## src/rtl/led_blink_arbiter.sv

```systemverilog
// Round-robin arbiter sharing one LED among four requesters; each granted
// requester gets a burst of N blinks followed by a dark gap and a done pulse.
module led_blink_arbiter #(
    parameter int unsigned ON_CYCLES  = 25_000_000,
    parameter int unsigned OFF_CYCLES = 25_000_000,
    parameter int unsigned GAP_CYCLES = 50_000_000
) (
    input  logic        clock,
    input  logic        reset,
    input  logic [3:0]  req,
    input  logic [15:0] count,
    output logic [3:0]  grant,
    output logic [3:0]  done,
    output logic        busy,
    output logic        led
);

    localparam int unsigned PHASE_W = 32;
    localparam int unsigned BLINK_W = 5;
    localparam logic [PHASE_W-1:0] ON_LAST  = PHASE_W'(ON_CYCLES - 1);
    localparam logic [PHASE_W-1:0] OFF_LAST = PHASE_W'(OFF_CYCLES - 1);
    localparam logic [PHASE_W-1:0] GAP_LAST = PHASE_W'(GAP_CYCLES - 1);

    typedef enum logic [1:0] {
        IDLE = 2'd0,
        ON   = 2'd1,
        OFF  = 2'd2,
        GAP  = 2'd3
    } state_t;

    state_t               state;
    logic [PHASE_W-1:0]   phase;
    logic [BLINK_W-1:0]   blinks;
    logic [1:0]           ptr;
    logic [1:0]           winner;
    logic                 aborted;

    logic                 pick_valid;
    logic [1:0]           pick_idx;
    logic [1:0]           cand;
    logic [3:0]           pick_nib;
    logic [BLINK_W-1:0]   pick_count;

    // Round-robin search starting just after the last winner.
    always_comb begin
        pick_valid = 1'b0;
        pick_idx   = ptr;
        cand       = ptr;
        for (int k = 1; k <= 4; k++) begin
            cand = ptr + 2'(k);
            if (!pick_valid && req[cand]) begin
                pick_valid = 1'b1;
                pick_idx   = cand;
            end
        end
    end

    // A zero nibble encodes a full burst of sixteen blinks.
    always_comb begin
        pick_nib   = count[{pick_idx, 2'b00} +: 4];
        pick_count = (pick_nib == 4'd0) ? BLINK_W'(16) : {1'b0, pick_nib};
    end

    always_ff @(posedge clock or posedge reset) begin
        if (reset) begin
            state   <= IDLE;
            phase   <= '0;
            blinks  <= '0;
            ptr     <= 2'd3;
            winner  <= 2'd0;
            aborted <= 1'b0;
            grant   <= 4'b0;
            done    <= 4'b0;
            busy    <= 1'b0;
            led     <= 1'b0;
        end else begin
            done <= 4'b0;
            case (state)
                IDLE: begin
                    // The cycle carrying a done pulse never grants.
                    if (done == 4'b0 && pick_valid) begin
                        state   <= ON;
                        phase   <= '0;
                        blinks  <= pick_count;
                        ptr     <= pick_idx;
                        winner  <= pick_idx;
                        aborted <= 1'b0;
                        grant   <= 4'b0001 << pick_idx;
                        busy    <= 1'b1;
                        led     <= 1'b1;
                    end
                end
                ON: begin
                    if (!req[winner]) begin
                        state   <= GAP;
                        phase   <= '0;
                        led     <= 1'b0;
                        aborted <= 1'b1;
                    end else if (phase == ON_LAST) begin
                        state <= OFF;
                        phase <= '0;
                        led   <= 1'b0;
                    end else begin
                        phase <= phase + PHASE_W'(1);
                    end
                end
                OFF: begin
                    if (!req[winner]) begin
                        state   <= GAP;
                        phase   <= '0;
                        led     <= 1'b0;
                        aborted <= 1'b1;
                    end else if (phase == OFF_LAST) begin
                        blinks <= blinks - BLINK_W'(1);
                        phase  <= '0;
                        if (blinks == BLINK_W'(1)) begin
                            state <= GAP;
                        end else begin
                            state <= ON;
                            led   <= 1'b1;
                        end
                    end else begin
                        phase <= phase + PHASE_W'(1);
                    end
                end
                GAP: begin
                    if (phase == GAP_LAST) begin
                        state <= IDLE;
                        phase <= '0;
                        grant <= 4'b0;
                        busy  <= 1'b0;
                        if (!aborted) begin
                            done <= 4'b0001 << winner;
                        end
                    end else begin
                        phase <= phase + PHASE_W'(1);
                    end
                end
                default: begin
                    state <= IDLE;
                end
            endcase
        end
    end

endmodule

```

## config.mk

```make
export PLATFORM = sky130hd
export DESIGN_NAME = led_blink_arbiter
export DESIGN_NICKNAME = d
export VERILOG_FILES = /design/src/rtl/led_blink_arbiter.sv
export SDC_FILE = /design/constraint.sdc
export NUM_CORES = 1
export LEC_CHECK = 0
export CORE_MARGIN = 1.5
export CORE_UTILIZATION = 42
export DETAILED_ROUTE_END_ITERATION = 8
export DONT_BUFFER_PORTS = 1
export GPL_ROUTABILITY_DRIVEN = 0
export PLACE_DENSITY = 0.65
export RECOVER_POWER = 50
export SLEW_MARGIN = 5
export SYNTH_ARGS = -nofsm -noshare
export SYNTH_HDL_FRONTEND = slang
export SYNTH_SLANG_ARGS = --single-unit
```

## constraint.sdc

```tcl
create_clock -name clock -period 2.56 [get_ports clock]
set_input_delay 0.384 -clock clock [delete_from_list [all_inputs] [get_ports clock]]
set_output_delay 0.384 -clock clock [all_outputs]
set_load 0.05 [all_outputs]
```

---- Yosys cells after proc, flatten, opt, wreduce, memory -nomap -nowiden ----
Cells that the tools add are included.
operators by class
  $add $sub $neg .......................... 5
  magnitude comparators ................... 5
  eq/ne operators ......................... 14
  shift-type cells ........................ 3
  muxes and demuxes ....................... 54
  reductions and logical operators ........ 21
operators with widths
  cell                     count
  $mux W32                 4
  $pmux W32 S3             1
  $add A32 B1 Y32 const B  1
  $eq A32 B25 Y1 const B   1
  $eq A32 B26 Y1 const B   1
  $mux W2                  11
  $mux W4                  5
  $mux W5                  4
  $mux W1                  18
  $shiftx A16 B5 Y4        1
  $lt A2 B3 Y1 const B     5
  $bmux W1 S2              5
  $ne A2 B2 Y1 const B     5
  $pmux W5 S2              1
  $ne A3 B3 Y1 const B     3
  $logic_not A4 Y1         2
  $pmux W2 S4              1
  $pmux W4 S2              1
  $reduce_and A4 Y1        2
  $shl A1 B2 Y4 const A    2
  $reduce_and A3 Y1        2
  $reduce_bool A2 Y1       3
  $eq A5 B1 Y1 const B     1
  $reduce_and A5 Y1        1
  other kinds (13)         21
word-level totals
  bits in registers ....................... 54
  bits of input ports ..................... 22
  output and inout bits ................... 10

---- Longest topological paths before layout ----
Gate-level depths: netlist of the first run.
  depth after elaboration ................. 18
  depth in mapped cells ................... 10
  mapped depth without buffers ............ 8

---- Worst setup path before layout of the first run ----
Ideal clock, no wire load.
  kind .................................... register to register
  from .................................... reg phase[18]
  to ...................................... reg phase[19]
  arrival time ............................ 2116 ps
  setup slack ............................. 317 ps
  cell stages (with the launch flop) ...... 11
  period minus slack after synthesis ...... 2243 ps
  cells stage by stage .................... dfrtp_1 -> buf_6 -> or3b_1 -> or4_4 -> o31ai_4 -> a21o_1 -> buf_6 -> buf_8 -> a21oi_1 -> o21ai_1 -> o31ai_1
between the ends
  cells in the longest elaborated chain, start to end .. 4
RTL lines
  item                                                      RTL line  source
  start, declared                                           32        logic [PHASE_W-1:0] phase;
  start signal, assigned                                    104       phase <= phase + PHASE_W'(1);
  start signal, assigned                                    123       phase <= phase + PHASE_W'(1);
  start signal, assigned                                    136       phase <= phase + PHASE_W'(1);
  $add A32 B1 Y32 / $eq A32 B25 Y1 (equally long branches)  n/a
  $mux W32                                                  99, 113
  $mux W32                                                  108       if (!req[winner]) begin
  $pmux W32 S3 *                                            78        case (state)
Mark *: on every way between the ends. The rest lies on a longest branch, timed or not.
A chain may end at the register's enable or synchronous reset.

---- Worst setup path after layout of the first run ----
  from .................................... reg phase[11]
  to ...................................... reg phase[8]
between the ends
  cells in the longest elaborated chain, start to end .. 4
RTL lines
  item            RTL line
  $eq A32 B25 Y1  99, 113
  $mux W32        99, 113
  $mux W32        108
  $pmux W32 S3 *  78
Marks and branches as above.

==> flow_metrics.py, run 1 <==
metrics = {
    "status": {
        "status": "complete, no violations",
    },
    "clock_network": {
        "htreeDepth": 2,
        "cts_hold_buf": 0,
        "clk_path_buf_depth": 2,
        "clock_latency_ns": 0.31,
        "cts_tree": "done",
        "cts_buffers": 5,
        "clk_pin_slew_ns": 0.10,
        "cts.sinks": 54,
        "cts_root_buf": "clkbuf_8",
    },
    "synthesis": {
        "synth_top_area_share_pct": 39.77,
        "seq_area_frac_synth_pct": 41.38,
        "synth-seq-cells": 54,
        "yosysWarnings": 0,
        "ys_types": 61,
        "syn_inst": 371,
        "avgSynthCellArea_um2": 8.819,
        "yosys_most_used_dff": "dfrtp_1",
        "synth_area_leaders": "dfrtp_1 (40%), o21ai_0 (5.7%), nand2_1 (5.5%)",
        "synth_edf_count": 0,
        "async_flop_share_pct": 100.0,
        "yosysTopAreaCell": "dfrtp_1",
        "mappedNetlistNets": 401,
        "synth_area_um2": 3272,
    },
    "worst_setup_path": {
        "critical-path-slowest-cell": "or4_4",
        "crit_buf_inv": 1,
        "worstSetupPathType": "reg -> reg",
        "path_cells": "nand4bb_1 > or4_4 > o31ai_4 > a21o_1 > buf_12 > o21ai_0 > a21o_1",
        "crit_fanout": 36,
        "critPathMostFrequentCell": "a21o_1",
        "cp-end-kind": "flip-flop",
        "required_ns": 2.76,
        "startpoint_type": "flip-flop",
        "cp_top_family": "simple AND/OR/NAND/NOR gates",
        "slowest_delay_ns": 0.54,
        "reg2reg_slack_ns": 0.18,
        "cp.arrival_ns": 2.58,
    },
    "timing": {
        "setup_viol": 0,
        "finClkSkew_ns": 0.007888,
        "fin_setup_tns_ns": 0,
        "finalCritPeriodShare_pct": 93.00,
        "min_period_ns": 2.381,
        "max_freq_mhz": 420.0,
        "slew_headroom_pct": 11.34,
        "maxSlewViolCount": 0,
        "hold_violations": 0,
        "rsz0062_at_grt": "no",
        "tightest_slew_ns": 1.330,
    },
    "global_routing": {
        "grt_pass1_vias": 2629,
        "grtUsageTotal_pct": 18.25,
        "grt_pass1_wl_um": 12500,
        "antenna_found_initial": 0,
        "grt_start_max_net_pins": 55,
        "grt.overflow.total": 0,
    },
    "routing": {
        "vias": 2771,
        "wl_per_cell_um": 14.67,
        "drtIter0Drc": 148,
        "vias_per_cell": 5.737,
        "drc": 0,
        "drtAntennaViolNets": 0,
        "wl_um": 7084,
        "drt-pass1-iter-count": 5,
    },
    "floorplan": {
        "die-area_um2": 8328,
        "die_w_um": 91.26,
        "fp.dieH_um": 91.26,
        "rows": 32,
        "io_pins": 32,
        "core_area_um2": 7647,
        "initial_core_util_pct": 42.78,
    },
    "placement": {
        "dpl_cell_area_um2": 3451,
        "portBuffers": 0,
        "dp.cells": 474,
        "dp_hpwl_um": 5018,
    },
    "finish": {
        "layout.nets": 410,
        "fillCellCount": 741,
        "syn2layout_area_growth_pct": 8.337,
        "finalInstanceArea_um2": 3545,
        "fin_cells": 483,
        "drive_gt1_share_pct": 10.50,
        "num_antenna_cells": 0,
        "final_cell_mix": "dfrtp_1 (52), nand2_1 (48), o21ai_0 (37)",
        "final_common_cell": "dfrtp_1",
    },
    "power": {
        "leakagePower_nw": 1.472,
        "p_per_area_nw_per_um2": 952.6,
        "vdd_ir_drop_max_v": 0.0003829,
    },
    "hold_path": {
        "min_path_type": "in -> async",
    },
    "job": {
        "cap_viol_max_count": 0,
    },
}
-- worst reg2reg max path, cell delays in order (launching register included) --
cell       delay [ns]
dfrtp_1          0.46
nand4bb_1        0.27
or4_4            0.54
o31ai_4          0.30
a21o_1           0.21
buf_12           0.19
o21ai_0          0.12
a21o_1           0.18
-- registers in the layout, summed over array words and instances (netlist names) --
name / flops
led: 1
winner: 2
aborted: 1
ptr: 2
state: 2
busy: 1
done: 4
blinks: 5
phase: 32
grant: 4
-- through the flow --
stage / setup slack (ns) / util [%] / power [mW] / hold WS (ns)
after floorplan: 0.3172 / - / 2.584 / 0.4498
after global placement: 0.1866 / 45.12 / 2.823 / 0.3506
after detailed placement: 0.1438 / 45.12 / 2.864 / 0.3509
after CTS: 0.1161 / 46.30 / 3.356 / 0.006640
after global routing: 0.02097 / 46.35 / 3.672 / 0.5100
final: 0.1792 / 46.35 / 3.377 / 0.4033
-- power by group --
| part | switching (mW) | internal (mW) |
|---|---|---|
| combinational | 0.938 | 0.684 |
| sequential | 0.264 | 1.01 |
| clock | 0.289 | 0.193 |
| total | 1.49 | 1.89 |
-- cells in the mapped netlist (all sizes together) (4+ instances only) --
| cell type | count |
|---|---|
| dfrtp | 52 |
| nand2 | 48 |
| o21ai | 47 |
| a21oi | 24 |
| nand3 | 19 |
| nor2 | 17 |
| inv | 16 |
| o31ai | 12 |
| clkbuf | 9 |
| ha | 8 |
| mux2i | 8 |
| and3 | 7 |
| buf | 7 |
| nand2b | 7 |
| nor3 | 7 |
| nor4 | 7 |
| a21o | 6 |
| nand4 | 6 |
| and2 | 5 |
| a22o | 4 |
| a31oi | 4 |
| or3 | 4 |
| xor2 | 4 |
-- repair_timing --
action	4_1_cts	5_1_grt
resized for setup	0	3
buffers inserted	0	1
setup endpoints to repair	0	25
-- final timing paths --
check                          start         to  cells after the start
max                        phase[11]   phase[8]                      7
min                            reset  phase[14]                      2
max reg2reg                phase[11]   phase[8]                      7
min reg2reg                winner[1]    done[1]                      1
max in group asynchronous      reset   phase[8]                      2
min in group clock         winner[1]    done[1]                      1
-- per-layer routing --
metal	share of wire [%]	wire (um)	vias to the layer above	GRT usage, %
li1	-	-	1372	-
met1	49	3453	1346	25.62
met2	48	3380	49	28.92
met3	2.4	169	4	2.513
met4	1.1	80	0	5.990
met5	0	0	-	0
-- layout make-up --
cell class              count  area, um^2  share of cell area (%)
clock buffers               5       68.82                   1.941
repair buffers             18       130.1                   3.671
inverters                  16       60.06                   1.694
clock inverters             3       21.27                  0.6001
flip-flops and latches     54        1354                   38.19
multi-input cells         285        1783                   50.30
well taps                 102       127.6                   3.600
-- cell families after synthesis --
logic type               synth area share (%)
XOR/XNOR                                1.606
AND/OR/NAND/NOR                         21.61
adder cells (fa/ha/maj)                 3.059
flip-flops                              41.38
multiplexers                            4.168
AO/OA/AOI/OAI                           23.25
buffers and inverters                   4.933
No activity file was read; power rests on OpenSTA's default activity.
==> run 2, diff against run 1 <==
--- a/config.mk
+++ b/config.mk
@@ -5,6 +5,7 @@
 export SDC_FILE = /design/constraint.sdc
 export NUM_CORES = 1
 export LEC_CHECK = 0
+export ABC_AREA = 0
 export CORE_MARGIN = 1.5
 export CORE_UTILIZATION = 42
 export DETAILED_ROUTE_END_ITERATION = 8
==> constraint.sdc (replaced) <==
create_clock -name clock -period 2.4 [get_ports clock]
set_input_delay 0.36 -clock clock [delete_from_list [all_inputs] [get_ports clock]]
set_output_delay 0.36 -clock clock [all_outputs]
set_load 0.05 [all_outputs]
==> flow_metrics.py, run 2 (same netlist as run 1, synthesis figures left out) <==
metrics = {
    "floorplan": {
        "initial_core_util_pct": 42.78,
        "rows": 32,
        "die-area_um2": 8328,
        "die_w_um": 91.26,
        "core_area_um2": 7647,
        "fp.dieH_um": 91.26,
        "io_pins": 32,
    },
    "finish": {
        "reg_top3": "phase: 32 flops, blinks: 5 flops",
        "layout.nets": 428,
        "final_common_cell": "dfrtp_1",
        "top_register": "phase",
        "final_cell_mix": "dfrtp_1 (51), nand2_1 (47), o21ai_0 (35)",
        "num_antenna_cells": 0,
        "drive_gt1_share_pct": 17.29,
        "syn2layout_area_growth_pct": 17.09,
        "fin_cells": 501,
        "largest_register_ffs": 32,
    },
    "hold_path": {
        "hold_end": "aborted",
        "hp-start": "req[3]",
        "min_path_type": "in -> reg",
        "hold_path_depth": 4,
    },
    "power": {
        "total_power_mw": 4.161,
        "p_per_area_nw_per_um2": 1086,
        "leakagePower_nw": 1.620,
        "vdd_ir_drop_max_v": 0.0004679,
    },
    "timing": {
        "fin_ws_ns": 0.08879,
        "finClkSkew_ns": 0.006673,
        "min_period_ns": 2.311,
        "hold_violations": 0,
        "finalCritPeriodShare_pct": 96.30,
        "slew_headroom_pct": 9.590,
        "setup_viol": 0,
        "rsz0062_at_grt": "yes",
        "fin_setup_tns_ns": 0,
        "max_freq_mhz": 432.7,
        "maxSlewViolCount": 0,
        "hold_ws_ns": 0.4811,
        "tightest_slew_ns": 1.356,
    },
    "global_routing": {
        "grt_start_max_net_pins": 55,
        "antenna_found_initial": 0,
        "grt_pass1_vias": 2821,
        "grt.overflow.total": 0,
        "grtUsageTotal_pct": 19.14,
        "grt_pass1_wl_um": 13050,
    },
    "worst_setup_path": {
        "r2r-start": "phase[18]",
        "critPathLaunch": "phase[18]",
        "reg2reg_slack_ns": 0.09,
        "required_ns": 2.62,
        "crit_fanout": 8,
        "r2r_end": "phase[8]",
        "startpoint_type": "flip-flop",
        "r2r_cells": 8,
        "critical-path-slowest-cell": "or4_4",
        "cp.arrival_ns": 2.53,
        "path_cells": "or3b_1 > or4_4 > o31ai_4 > a21o_4 > buf_4 > clkbuf_16 > nor4_1 > a21o_1",
        "cp-end-kind": "flip-flop",
        "worstSetupPathType": "reg -> reg",
        "slowest_delay_ns": 0.45,
    },
    "routing": {
        "drt-pass1-iter-count": 4,
        "drc": 0,
        "vias": 2896,
        "wl_per_cell_um": 15.43,
        "vias_per_cell": 5.780,
        "drtAntennaViolNets": 0,
        "met3_wirelength_um": 215,
        "drtIter0Drc": 172,
        "wl_um": 7732,
        "m1WireLength_um": 3658,
        "wl_met2_um": 3757,
        "routed.top_layer": "met4",
    },
    "placement": {
        "place_ws_ns": 0.03668,
        "portBuffers": 0,
        "dp.cells": 481,
        "dp_hpwl_um": 5147,
    },
    "clock_network": {
        "cts_tree": "done",
        "clock_latency_ns": 0.31,
        "cts_root_buf": "clkbuf_8",
        "cts.sinks": 54,
        "clk_path_buf_depth": 2,
        "cts_buffers": 5,
        "htreeDepth": 2,
        "clk_pin_slew_ns": 0.10,
    },
    "job": {
        "cap_viol_max_count": 0,
    },
    "status": {
        "status": "complete, no violations",
    },
}
==> run 2: how the worst max path moves through the flow <==
stage	to	slack, ns	depth (start not counted)
finish	phase[8]	0.09	8
global route	phase[2]	-0.03	8
CTS	state[0]	0.02	8
detailed placement	state[0]	0.04	8
global placement	state[0]	0.10	8
floorplan	phase[19]	0.16	10
==> run 2: final cells by class <==
class	count	area (um^2)
Tap cell	102	127.6
Multi-Input combinational cell	285	1812
Clock inverter	2	60.06
Fill cell	707	3816
Sequential cell	54	1355
Inverter	16	60.06
Timing Repair Buffer	36	334.1
Clock buffer	6	82.58
==> run 2: worst max-delay path, delay by kind of cell, from the launching register on <==
| kind | cells | cell delay (ns) |
|---|---|---|
| AO/OA/AOI/OAI | 3 | 0.67 |
| buffers and inverters | 2 | 0.26 |
| flip-flops | 1 | 0.40 |
| AND/OR/NAND/NOR | 3 | 0.88 |
==> run 2: power breakdown <==
group | total [mW] | internal (mW) | switching, mW | leakage (nW)
clock network | 0.759 | 0.445 | 0.314 | 0.0714
logic | 2.04 | 0.972 | 1.07 | 0.838
registers | 1.36 | 1.08 | 0.285 | 0.711
total | 4.16 | 2.49 | 1.67 | 1.62
==> run 2: metrics by stage <==
step	area, um^2	util (%)
after global placement	3528	46.14
final	3831	50.10
after detailed placement	3528	46.14
after CTS	3681	48.13
after global routing	3831	50.10
after floorplan	3272	-
==> run 2: repair_timing <==
action                                  4_1_cts  5_1_grt
endpoints found under the setup margin        0       34
hold buffers                                  1        0
setup buffers                                 0       10
hold endpoints to repair                     52        0
resized for setup                             0       15
==> run 2: metal layers <==
layer	global-route usage [%]	vias to the layer above
li1	-	1412
met4	5.599	0
met2	32.09	54
met3	2.345	8
met5	0	-
met1	25.82	1422
==> run 3, diff against run 2 <==
--- a/config.mk
+++ b/config.mk
@@ -5,7 +5,8 @@
 export SDC_FILE = /design/constraint.sdc
 export NUM_CORES = 1
 export LEC_CHECK = 0
-export ABC_AREA = 0
+export ABC_AREA = 1
+export ABC_CLOCK_PERIOD_IN_PS = 2400
 export CORE_MARGIN = 1.5
 export CORE_UTILIZATION = 42
 export DETAILED_ROUTE_END_ITERATION = 8
==> flow_metrics.py, run 3 <==
metrics = {
    "floorplan": {
        "die_w_um": 96.73,
        "initial_core_util_pct": 42.73,
        "rows": 34,
        "io_pins": 32,
        "fp.dieH_um": 96.73,
        "core_area_um2": 8636,
        "die-area_um2": 9357,
    },
    "synthesis": {
        "synth-seq-cells": 54,
        "async_flop_share_pct": 100.0,
        "ys_types": 41,
        "synth_top_area_share_pct": 35.27,
        "seq_area_frac_synth_pct": 36.69,
        "synth_area_leaders": "dfrtp_1 (35%), nand2_1 (13%), inv_1 (6.5%)",
        "avgSynthCellArea_um2": 7.137,
        "synth_edf_count": 0,
        "mappedNetlistNets": 547,
        "yosysTopAreaCell": "dfrtp_1",
        "yosys_most_used_dff": "dfrtp_1",
        "synth_common_cells": "nand2_1 (131), inv_1 (64), dfrtp_1 (52)",
        "yosysWarnings": 0,
        "synth_area_um2": 3690,
        "syn_inst": 517,
        "synthMostInstantiatedCell": "nand2_1",
    },
    "global_routing": {
        "antenna_found_initial": 0,
        "grtUsageTotal_pct": 19.35,
        "grt_start_max_net_pins": 55,
        "grt.overflow.total": 0,
        "grt_pass1_wl_um": 15340,
        "grt_pass1_vias": 3299,
    },
    "worst_setup_path": {
        "startpoint_type": "flip-flop",
        "worstSetupPathType": "reg -> reg",
        "crit_fanout": 11,
        "cp_top_family": "simple AND/OR/NAND/NOR gates",
        "critPathMostFrequentCell": "nand2_1",
        "required_ns": 2.65,
        "path_cells": "buf_4 > nand2_1 > nand2_1 > nand2_2 > nand2_2 > nand2_4 > nor2_4 > nand2_2 > o21ai_4 > inv_2 > nand2_1 > nand2_1 > nor2_1 > nand3_1 > a21oi_2",
        "crit_buf_inv": 2,
        "cp-end-kind": "flip-flop",
        "cp.arrival_ns": 2.45,
        "slowest_delay_ns": 0.54,
        "critical-path-slowest-cell": "dfstp_2",
    },
    "routing": {
        "drtAntennaViolNets": 0,
        "vias_per_cell": 5.480,
        "wl_per_cell_um": 13.66,
        "drtIter0Drc": 174,
        "vias": 3507,
        "wl_um": 8745,
        "drc": 0,
        "drt-pass1-iter-count": 5,
    },
    "finish": {
        "num_antenna_cells": 0,
        "finalInstanceArea_um2": 3996,
        "largest_register_ffs": 32,
        "drive_gt1_share_pct": 10.90,
        "final_cell_mix": "nand2_1 (129), inv_1 (64), dfrtp_1 (52)",
        "layout.nets": 561,
        "top_register": "phase",
        "reg_top3": "phase: 32 flops, blinks: 5 flops",
        "syn2layout_area_growth_pct": 8.308,
        "final_common_cell": "nand2_1",
    },
    "placement": {
        "portBuffers": 0,
        "dp_hpwl_um": 6612,
        "dpl_cell_area_um2": 3885,
    },
    "timing": {
        "setup_viol": 0,
        "max_freq_mhz": 453.4,
        "tightest_slew_ns": 1.327,
        "hold_violations": 0,
        "slew_headroom_pct": 11.54,
        "min_period_ns": 2.206,
        "finalCritPeriodShare_pct": 91.90,
        "rsz0062_at_grt": "yes",
        "finClkSkew_ns": 0.01000,
        "maxSlewViolCount": 0,
    },
    "clock_network": {
        "postCtsSetupRepairBufs": 0,
        "cts_resized": 0,
        "cts_root_buf": "clkbuf_8",
        "cts_tree": "done",
        "cts_buffers": 5,
        "cts.sinks": 54,
        "cts_hold_buf": 0,
        "clk_pin_slew_ns": 0.10,
        "htreeDepth": 2,
        "clock_latency_ns": 0.31,
        "clk_path_buf_depth": 2,
    },
    "hold_path": {
        "min_path_type": "in -> async",
    },
    "power": {
        "leakagePower_nw": 1.818,
        "p_per_area_nw_per_um2": 1134,
        "total_power_mw": 4.531,
        "vdd_ir_drop_max_v": 0.0004408,
    },
    "status": {
        "status": "complete, no violations",
    },
    "job": {
        "cap_viol_max_count": 0,
    },
}
-- run 3: cell types whose count changed in the layout (fill, tap and decap cells not counted), moves of 8 or more --
cell     before  now
a21oi_1      22   10
buf_4        26    7
inv_1        15   64
mux2i_1       8    0
nand2_1      47  129
nand2_2       1   13
nand3_1      18   36
nand4_1       6   16
nor2_1       17   40
nor3_1        7   16
o22ai_1       1   13
o31ai_1      11    1
xor2_1        4   16
-- run 3: area by class of cell --
cell class                      instances  area [um^2]
Multi-Input combinational cell        386         2048
Timing Repair Buffer                   13        83.83
Fill cell                             889         4639
Clock inverter                          3        40.04
Inverter                               71        266.5
Tap cell                              108        135.1
Sequential cell                        54         1354
Clock buffer                            5        68.82
-- run 3: metrics by stage --
stage / TNS (ns) / hold slack, ns / worst slack (ns) / std cells / util, %
after floorplan: 0 / 0.4553 / 0.4467 / 517 / -
after global placement: 0 / 0.4728 / 0.2234 / 632 / 44.99
after detailed placement: 0 / 0.4818 / 0.1701 / 632 / 44.99
after CTS: 0 / 0.1368 / 0.1576 / 640 / 46.25
after global routing: -0.04589 / 0.4939 / -0.04589 / 640 / 46.28
final: 0 / 0.3753 / 0.1945 / 640 / 46.28
-- run 3: logic make-up (layout without fill, tap and decap cells) --
kind of cell | count (synthesis) | in the layout | synth area share, %
simple gates | 277 | 277 | 34.66
xor+xnor | 17 | 17 | 4.035
buf+inv | 77 | 92 | 8.240
mux | 1 | 1 | 0.3052
fa+ha+maj | 8 | 8 | 2.713
compound gates | 83 | 83 | 13.36
flops | 54 | 54 | 36.69
-- run 3: path summary, 6_finish.rpt --
path,from,to,slack (ns),depth (start not counted)
setup / recovery,ptr[0],blinks[4],0.19,15
hold / removal,reset,phase[4],0.38,2
setup reg to reg,ptr[0],blinks[4],0.19,15
hold reg to reg,winner[0],done[0],0.51,1
max in group asynchronous,reset,phase[0],1.22,2
min in group clock,count[9],blinks[1],0.44,6
-- run 3: where the power goes --
group	switching [mW]	internal, mW
sequential	0.280	1.08
clock	0.298	0.307
combinational	1.75	0.806
-- run 3: worst reg2reg max path, delay by kind of cell (launching register included) --
family / cells / cell delay (ns)
buffers and inverters: 2 / 0.29
flip-flops: 1 / 0.54
AO/OA/AOI/OAI: 2 / 0.25
AND/OR/NAND/NOR: 11 / 1.05
-- run 3: per-layer routing --
layer	GRT usage [%]	vias to the layer above	wire (um)	share of wire (%)
li1	-	1749	-	-
met1	25.34	1657	4021	46
met5	0	-	0	0
met4	6.020	0	146	1.7
met3	2.890	15	381	4.4
met2	32.97	86	4196	48
